===== config.mk =====
export PLATFORM = sky130hd
export DESIGN_NAME = rd_port_flat
export DESIGN_NICKNAME = d
export VERILOG_FILES = /design/src/rtl/we_pkg.sv /design/src/rtl/rd_port_if.sv /design/src/rtl/sat_counter.sv /design/src/rtl/rd_port.sv /design/src/flat_wrapper.sv
export SDC_FILE = /design/constraint.sdc
export NUM_CORES = 1
export LEC_CHECK = 0
export ABC_CLOCK_PERIOD_IN_PS = 6400
export CAP_MARGIN = 20
export CELL_PAD_IN_SITES_DETAIL_PLACEMENT = 1
export CELL_PAD_IN_SITES_GLOBAL_PLACEMENT = 2
export CORE_AREA = 2 2 130 132
export DETAILED_ROUTE_END_ITERATION = 6
export DIE_AREA = 0 0 132 134
export PLACE_DENSITY_LB_ADDON = 0.1
export SYNTH_ARGS = -nofsm -noshare
export SYNTH_HDL_FRONTEND = slang
export SYNTH_HIERARCHICAL = 1
export SYNTH_SLANG_ARGS = --single-unit

===== constraint.sdc =====
create_clock -name clk -period 6.4 [get_ports clk]
set_input_delay 1.6 -clock clk [delete_from_list [all_inputs] [get_ports clk]]
set_output_delay 1.6 -clock clk [all_outputs]
set_load 0.005 [all_outputs]

===== src/rtl/we_pkg.sv =====
// Shared types and constants for the active-low write-enable register and its read port.
// Pure declarations; no logic, no latency, no backpressure.
package we_pkg;

  localparam int W_DEFAULT  = 64;
  localparam int CW_DEFAULT = 8;

  typedef enum logic {
    IDLE = 1'b0,
    HOLD = 1'b1
  } state_t;

  // All-ones value that a saturating counter of the default width stops at
  localparam logic [CW_DEFAULT-1:0] OVR_MAX = '1;

endpackage


===== src/rtl/rd_port_if.sv =====
// Read-port bundle: writer commit, read request, output valid/ready and status.
// The master drives the requests and out_ready; the slave (rd_port) drives data and status.
interface rd_port_if
  import we_pkg::*;
#(
  parameter int W  = W_DEFAULT,
  parameter int CW = CW_DEFAULT
);

  logic          wr_pulse;
  logic [W-1:0]  wr_data;
  logic          rn;
  logic [W-1:0]  out;
  logic          out_valid;
  logic          out_ready;
  logic          fresh;
  logic [CW-1:0] ovr_cnt;

  modport master (
    output wr_pulse, wr_data, rn, out_ready,
    input  out, out_valid, fresh, ovr_cnt
  );

  modport slave (
    input  wr_pulse, wr_data, rn, out_ready,
    output out, out_valid, fresh, ovr_cnt
  );

endinterface


===== src/rtl/sat_counter.sv =====
// Up-counter that sticks at all-ones instead of wrapping.
// Count visible one cycle after inc; inc is never refused.
module sat_counter #(
  parameter int WIDTH = 8
) (
  input  logic             clk,
  input  logic             rst,
  input  logic             inc,
  output logic [WIDTH-1:0] cnt
);

  always_ff @(posedge clk or posedge rst) begin
    if (rst) begin
      cnt <= '0;
    end else if (inc && (cnt != {WIDTH{1'b1}})) begin
      cnt <= cnt + 1'b1;
    end
  end

endmodule


===== src/rtl/rd_port.sv =====
// Shadows the writer's committed word and serves active-low read requests, 1-cycle latency.
// A held word freezes until out_ready; requests made while it is held and not accepted are dropped.
module rd_port
  import we_pkg::*;
#(
  parameter int W  = W_DEFAULT,
  parameter int CW = CW_DEFAULT
) (
  input  logic       clk,
  input  logic       rst,
  rd_port_if.slave   bus
);

  state_t         state;
  state_t         state_nxt;
  logic           capture;
  logic [W-1:0]   shadow;
  logic [W-1:0]   cap_val;
  logic [W-1:0]   out_q;
  logic           out_valid_q;
  logic           fresh_q;
  logic           ovr_inc;
  logic [CW-1:0]  ovr_q;

  always_comb begin
    state_nxt = state;
    capture   = 1'b0;
    case (state)
      IDLE: begin
        if (!bus.rn) begin
          capture   = 1'b1;
          state_nxt = HOLD;
        end
      end
      HOLD: begin
        if (bus.out_ready) begin
          if (!bus.rn) begin
            capture = 1'b1;
          end else begin
            state_nxt = IDLE;
          end
        end
      end
      default: state_nxt = IDLE;
    endcase
  end

  // Bypass so a read in the same cycle as a commit returns the new word
  assign cap_val = bus.wr_pulse ? bus.wr_data : shadow;
  assign ovr_inc = bus.wr_pulse && fresh_q && !capture;

  always_ff @(posedge clk or posedge rst) begin
    if (rst) begin
      state       <= IDLE;
      shadow      <= '0;
      out_q       <= '0;
      out_valid_q <= 1'b0;
      fresh_q     <= 1'b0;
    end else begin
      state       <= state_nxt;
      out_valid_q <= (state_nxt == HOLD);
      if (bus.wr_pulse) begin
        shadow <= bus.wr_data;
      end
      if (capture) begin
        out_q   <= cap_val;
        fresh_q <= 1'b0;
      end else if (bus.wr_pulse) begin
        fresh_q <= 1'b1;
      end
    end
  end

  sat_counter #(.WIDTH(CW)) u_ovr (
    .clk (clk),
    .rst (rst),
    .inc (ovr_inc),
    .cnt (ovr_q)
  );

  assign bus.out       = out_q;
  assign bus.out_valid = out_valid_q;
  assign bus.fresh     = fresh_q;
  assign bus.ovr_cnt   = ovr_q;

endmodule


===== src/flat_wrapper.sv =====
// flat-port wrapper written by rule: the top's interface ports become plain ports
module rd_port_flat import we_pkg::*;
#(
  parameter int W  = W_DEFAULT,
  parameter int CW = CW_DEFAULT
)
  (clk, rst, bus_wr_pulse, bus_wr_data, bus_rn, bus_out_ready, bus_out, bus_out_valid, bus_fresh, bus_ovr_cnt);
  rd_port_if #(.W(W), .CW(CW)) bus_i ();
  input  logic clk;
  input  logic rst;
  input wire logic [$bits(bus_i.wr_pulse)-1:0] bus_wr_pulse;
  input wire logic [$bits(bus_i.wr_data)-1:0] bus_wr_data;
  input wire logic [$bits(bus_i.rn)-1:0] bus_rn;
  input wire logic [$bits(bus_i.out_ready)-1:0] bus_out_ready;
  output wire logic [$bits(bus_i.out)-1:0] bus_out;
  output wire logic [$bits(bus_i.out_valid)-1:0] bus_out_valid;
  output wire logic [$bits(bus_i.fresh)-1:0] bus_fresh;
  output wire logic [$bits(bus_i.ovr_cnt)-1:0] bus_ovr_cnt;
  assign bus_i.wr_pulse = bus_wr_pulse;
  assign bus_i.wr_data = bus_wr_data;
  assign bus_i.rn = bus_rn;
  assign bus_i.out_ready = bus_out_ready;
  assign bus_out = bus_i.out;
  assign bus_out_valid = bus_i.out_valid;
  assign bus_fresh = bus_i.fresh;
  assign bus_ovr_cnt = bus_i.ovr_cnt;
  rd_port #(.W(W), .CW(CW)) u_core (.clk(clk), .rst(rst), .bus(bus_i));
endmodule

==> impl_metrics.toml, run 1 <==
[pwr]
combinationalPowerShare = 0.195
ir_drop_mv = 0.1901
power.density_nw_per_um2 = 327.9
seq_power_share = 0.440
power.leakage_nw = 3.216
total_switching_power_uw = 579.2
netSwitchingFraction = 0.2335
clock_power_share = 0.365
cell_internal_pwr_mw = 1.902

[synth]
synth_largest_type_area_fraction = 0.6386
synth_sequential_area_ratio = 0.6386
synthesis.instances = 319
netlist_top_cells_area = "dfrtp_1 (64%), mux2_2 (19%), mux2_4 (11%), buf_6 (1.0%), mux2_1 (0.62%)"
syn_area_um2 = 5408
avgSynthCellArea_um2 = 16.95
synth_seq_cells = 138
synthesis.yosys.warnings = 6
synthDistinctLibCells = 25
synth_nets = 389
synthDominantAreaCellType = "dfrtp_1"

[drt]
avgViaCountPerCell = 4.532
drc_viols = 0
number_of_vias_after_detailed_routing = 3168
detailed_route_wire_length_um = 12110
routedWlPerCell_um = 17.33
drt-pass1-iter-count = 3
drt_first_iter_violations = 90
ant_nets = 0

[global_route]
grt_max_degree = 66
global_route.usage.total = 0.1484
grt_first_pass_wirelength_um = 20210
first_global_vias = 3664
antenna_found_initial = 0
grt_remaining_overflow = 0

[timing]
rsz0062_at_grt = "no"
final.setup.worst_slack_ns = 3.186
relative_max_transition_margin = 0.3899
final_max_slew_viol_count = 0
number_of_setup_violations_in_the_final_report = 0
timing.final.crit_period_ns = 3.214
clock_skew_ns = 0.005270
achievable-frequency_mhz = 311.1
timing.final.hold_violations = 0
period_share = 0.5022
tns_ns = 0
tightestPinTransition_ns = 0.9151

[clock_tree]
cts_resized = 0
clk_root_buffer_cell = "clkbuf_16"
worst_skew_pair_latency_ns = 0.41
post_cts_hold_buffer_count = 0
cts_post_setup_buffers_inserted = 0
tritoncts_clock_tree = "built"
depth_of_the_cts_h_tree = 4
clock-sinks = 138
cts_inserted_buffers = 17
clock_path_buffers = 2
clk_pin_slew_ns = 0.05

[placed_design]
placement.setup.worst_slack_ns = 2.638
post_place_cell_area_um2 = 7030
dpl.hpwl_um = 7874
placement.io_buffers = 142
gp_routability_congestion = 0.7289

[floorplanning]
fp.dieH_um = 134
die_width_um = 132
fp.coreArea_um2 = 16290
floorplan.initialDensity = 0.3320
die-area_um2 = 17690
ios = 143
num_rows = 47

[cells_and_area]
finalNetCount = 540
post_route_cells_drive_above_1_share = 0.3382
areaGrowthSynthToFinish_pct = 39.91
antenna-diode-count = 0
layout.cell_area.non_filler_um2 = 7566

[outcome]
outcome = "completed"

[worst_hold_path]
hold_path.class = "register to register"

[critical_path]
biggest_fanout_along_the_worst_timing_path = 34
path_class = "input pin to register"
crit_path_start_kind = "input pin"
worstSetupEndpointType = "register"
critPathRequiredTime_ns = 6.69
critPathArrivalTime_ns = 3.50

[run]
number_of_violations_of_the_max_capacitance_limit = 0
[critical path, cell delays in order]
cell	delay [ns]
buf_4	0.46
nand2_1	0.12
nor2_1	0.49
nand3_1	0.22
nor3_1	0.23
mux2_1	0.34
[layer usage]
metal	GRT usage	part of all wire	up-vias
met4	0.04891	0.015	0
met1	0.1812	0.43	1626
met3	0.06349	0.073	15
li1	-	-	1438
met2	0.2378	0.48	89
met5	0	0	-
[final timing paths]
path,start,to,slack (ns),depth (start not counted)
max,bus_wr_pulse,u_core/u_ovr/cnt[7],3.19,6
min in group asynchronous,rst,u_core/u_ovr/cnt[4],1.54,2
min,u_core/shadow[27],u_core/shadow[27],0.49,1
min reg2reg,u_core/shadow[27],u_core/shadow[27],0.49,1
max reg2reg,u_core/bus.out_valid,u_core/bus.out[17],4.51,3
max in group asynchronous,rst,u_core/bus.out[19],3.78,3
[layout by cell type (no fill, tap or decap), drive strengths merged]
| cell type | netlist | layout |
|---|---|---|
| ha | 1 | 1 |
| dfrtp | 138 | 138 |
| clkinv | 0 | 2 |
| nor2 | 5 | 5 |
| nand4 | 4 | 4 |
| a21boi | 1 | 1 |
| buf | 14 | 5 |
| clkbuf | 0 | 25 |
| mux2 | 132 | 132 |
| xnor2 | 1 | 1 |
| bufinv | 0 | 1 |
| o21bai | 2 | 2 |
| nand2 | 5 | 5 |
| o31a | 1 | 1 |
| clkdlybuf4s50 | 0 | 141 |
| o2111a | 1 | 1 |
| a21oi | 2 | 2 |
| o21ai | 3 | 3 |
| inv | 4 | 4 |
| nor3 | 2 | 2 |
| nand3 | 3 | 3 |
[final cells by class]
class,count,area (um^2)
inverters,4,17.52
flip-flops and latches,138,3453
fillers,1627,8723
multi-input cells,163,1836
clock buffers,25,495.5
well taps,220,275.3
clock inverters,3,40.04
repair buffers,146,1449
[kinds of logic (layout without fill, tap and decap cells)]
kind of cell / count (synthesis) / in the layout / synth area share
and+or+nand+nor: 19 / 19 / 0.01897
DFF: 138 / 138 / 0.6386
adders and majority gates: 1 / 1 / 0.002313
xor gates and xnor gates: 1 / 1 / 0.001620
AOI/OAI and AO/OA: 10 / 10 / 0.01388
muxes: 132 / 132 / 0.3012
buffers and inverters: 18 / 178 / 0.02337
[cell usage after synthesis (all sizes together)]
cell type / count
a21oi: 2
inv: 4
nand4: 4
o2111a: 1
o21ai: 3
nand2: 5
nand3: 3
nor3: 2
o31a: 1
o21bai: 2
xnor2: 1
nor2: 5
mux2: 132
a21boi: 1
ha: 1
buf: 14
dfrtp: 138
[sequential cells by signal, summed over array words and instances, names as in the netlist]
| name | cells |
|---|---|
| u_core/bus.out_valid | 1 |
| u_core/shadow | 64 |
| u_core/bus.out | 64 |
| u_core/u_ovr/cnt | 8 |
| u_core/bus.fresh | 1 |
[power groups by stage]
stage          logic, mW  registers (mW)  clock network [mW]
2_1_floorplan      0.203            1.10                   0
5_1_grt            0.524            1.12               0.978
3_5_place_dp       0.492            1.11                   0
6_report           0.484            1.09               0.905
4_1_cts            0.495            1.10               0.938
3_3_place_gp       0.483            1.10                   0
[metrics by stage]
| stage | util | hold WS (ns) | std cells | power [mW] |
|---|---|---|---|---|
| after floorplan | - | 0.4652 | 319 | 1.304 |
| after global placement | 0.4316 | 0.4751 | 671 | 1.587 |
| after detailed placement | 0.4316 | 0.4755 | 671 | 1.601 |
| after CTS | 0.4645 | 0.4927 | 699 | 2.529 |
| after global routing | 0.4645 | 0.4997 | 699 | 2.618 |
| final | 0.4645 | 0.4885 | 699 | 2.481 |
Note: power is estimated with default switching activity, not from simulation.
==> inputs of run 2 (changes only) <==
ABC_CLOCK_PERIOD_IN_PS = 2700   (was 6400)
CORE_AREA = 2 2 138 140   (was 2 2 130 132)
DIE_AREA = 0 0 140 142   (was 0 0 132 134)
clock period = 2.7 ns   (was 6.4 ns; I/O delays follow)
==> impl_metrics.toml, run 2 (same netlist as run 1, synthesis figures left out) <==
[outcome]
outcome = "finished with violations"
violated_checks = "DRC"

[cells_and_area]
post_route_cells_drive_above_1_share = 0.3566
n_fill_cell = 1843
final_common_cell = "clkdlybuf4s50_1"
finalNetCount = 545
layout.cell_area.non_filler_um2 = 7725
areaGrowthSynthToFinish_pct = 42.85
antenna-diode-count = 0
layout_common_cells = "clkdlybuf4s50_1 (141), dfrtp_1 (138), mux2_2 (91)"

[pwr]
clock_power_share = 0.386
power.density_nw_per_um2 = 792.2
netSwitchingFraction = 0.2427
power.leakage_nw = 3.273
cell_internal_pwr_mw = 4.635
seq_power_share = 0.423
ir_drop_mv = 0.4191
combinationalPowerShare = 0.191
total_switching_power_mw = 1.485

[worst_hold_path]
min_delay_path_depth = 1
min_delay_worst_endpoint = "u_core/shadow[34]"
hold_path.startpoint = "u_core/shadow[34]"
hold_path.class = "register to register"

[timing]
tightestPinTransition_ns = 0.3855
relative_max_transition_margin = 0.7430
number_of_setup_violations_in_the_final_report = 0
clock_skew_ns = 0.006793
period_share = 0.8149
timing.final.crit_period_ns = 2.200
final_max_slew_viol_count = 0
achievable-frequency_mhz = 454.5
tns_ns = 0
rsz0062_at_grt = "no"
timing.final.hold_violations = 0

[critical_path]
worst_path_max_delay_cell = "clkdlybuf4s50_1"
biggest_fanout_along_the_worst_timing_path = 8
path_class = "register to output port"
critPathRequiredTime_ns = 2.03
cpPeakStageDelay_ns = 0.59
r2r_cells = 4
critPathArrivalTime_ns = 1.53
worstSetupEndpointType = "output port"
timing.critical_path.buf_inv = 1
cp_cell_sequence = "clkdlybuf4s50_1"
internal_reg_to_reg_setup_slack_ns = 1.10
worst_r2r_endpoint = "u_core/u_ovr/cnt[1]"
worstReg2RegStart = "u_core/u_ovr/cnt[0]"
crit_path_start_kind = "register"
path_delay_family = "buffers and inverters"

[clock_tree]
post_cts_hold_buffer_count = 0
clk_pin_slew_ns = 0.06
tritoncts_clock_tree = "built"
cts_inserted_buffers = 17
worst_skew_pair_latency_ns = 0.41
cts_resized = 0
depth_of_the_cts_h_tree = 4
cts_post_setup_buffers_inserted = 0
clock_path_buffers = 2
clock-sinks = 138
clk_root_buffer_cell = "clkbuf_16"

[floorplanning]
fp.coreArea_um2 = 18460
fp.dieH_um = 142
floorplan.initialDensity = 0.2930
die_width_um = 140
ios = 143
die-area_um2 = 19880
num_rows = 50

[drt]
drt_first_iter_violations = 139
avgViaCountPerCell = 4.449
drt-pass1-iter-count = 7
routedWlPerCell_um = 17.06
drc_viols = 10
detailed_route_wire_length_um = 12320
ant_nets = 0
number_of_vias_after_detailed_routing = 3212

[placed_design]
post_place_cell_area_um2 = 7124
placement.io_buffers = 142
gp_routability_congestion = 0.6823
dpl.hpwl_um = 8538

[global_route]
antenna_found_initial = 0
grt_first_pass_wirelength_um = 20270
grt_remaining_overflow = 0
global_route.usage.total = 0.1332
grt_max_degree = 72
first_global_vias = 3652

[run]
number_of_violations_of_the_max_capacitance_limit = 0
-- run 2: power groups by stage --
stage	Clock [mW]	Combinational (mW)	Sequential (mW)
final	2.36	1.17	2.59
after global routing	2.53	1.27	2.65
after CTS	2.44	1.20	2.60
after floorplan	0	0.481	2.61
after detailed placement	0	1.19	2.63
after global placement	0	1.16	2.62
-- run 2: worst reg2reg max path: cells and delay by family, from the launching register on --
family | cells | cell delay (ns)
simple gates | 1 | 0.18
flops | 1 | 0.43
fa+ha+maj | 1 | 0.32
mux | 1 | 0.33
compound gates | 1 | 0.22
-- run 2: metal layers --
metal | global-route usage | share of wire | wire, um
met3 | 0.05249 | 0.069 | 854
met5 | 0 | 0 | 0
met2 | 0.2105 | 0.49 | 5986
met4 | 0.05742 | 0.018 | 223
met1 | 0.1630 | 0.43 | 5251
-- run 2: cell type report --
cell class              count  area (um^2)  area share
clock buffers              18        429.2     0.05556
clock inverters            14        171.4     0.02219
inverters                   4        18.77    0.002430
multi-input cells         163         1836      0.2376
flip-flops and latches    138         3453      0.4470
well taps                 234        292.8     0.03790
repair buffers            151         1524      0.1973
-- run 2: worst max-delay path by stage --
| stage | startpoint | to | slack, ns | cells after the start |
|---|---|---|---|---|
| after global routing | u_core/u_ovr/cnt[2] | bus_ovr_cnt[2] | 0.42 | 1 |
| after floorplan | rst | u_core/bus.fresh | 0.42 | 1 |
| after global placement | bus_out_ready | u_core/u_ovr/cnt[7] | 0.31 | 7 |
| after detailed placement | bus_rn | u_core/u_ovr/cnt[7] | 0.32 | 6 |
| after CTS | u_core/u_ovr/cnt[2] | bus_ovr_cnt[2] | 0.46 | 1 |
| final | u_core/u_ovr/cnt[2] | bus_ovr_cnt[2] | 0.50 | 1 |
-- run 2: metrics by stage --
step / cells / hold WS [ns] / total power [mW] / utilization / worst slack (ns)
floorplan: 319 / 0.4652 / 3.092 / - / 0.4158
global placement: 690 / 0.4747 / 3.787 / 0.3860 / 0.3114
detailed placement: 690 / 0.4769 / 3.827 / 0.3860 / 0.3223
CTS: 722 / 0.4925 / 6.239 / 0.4186 / 0.4605
global route: 722 / 0.5020 / 6.448 / 0.4186 / 0.4213
finish: 722 / 0.4893 / 6.120 / 0.4186 / 0.4998
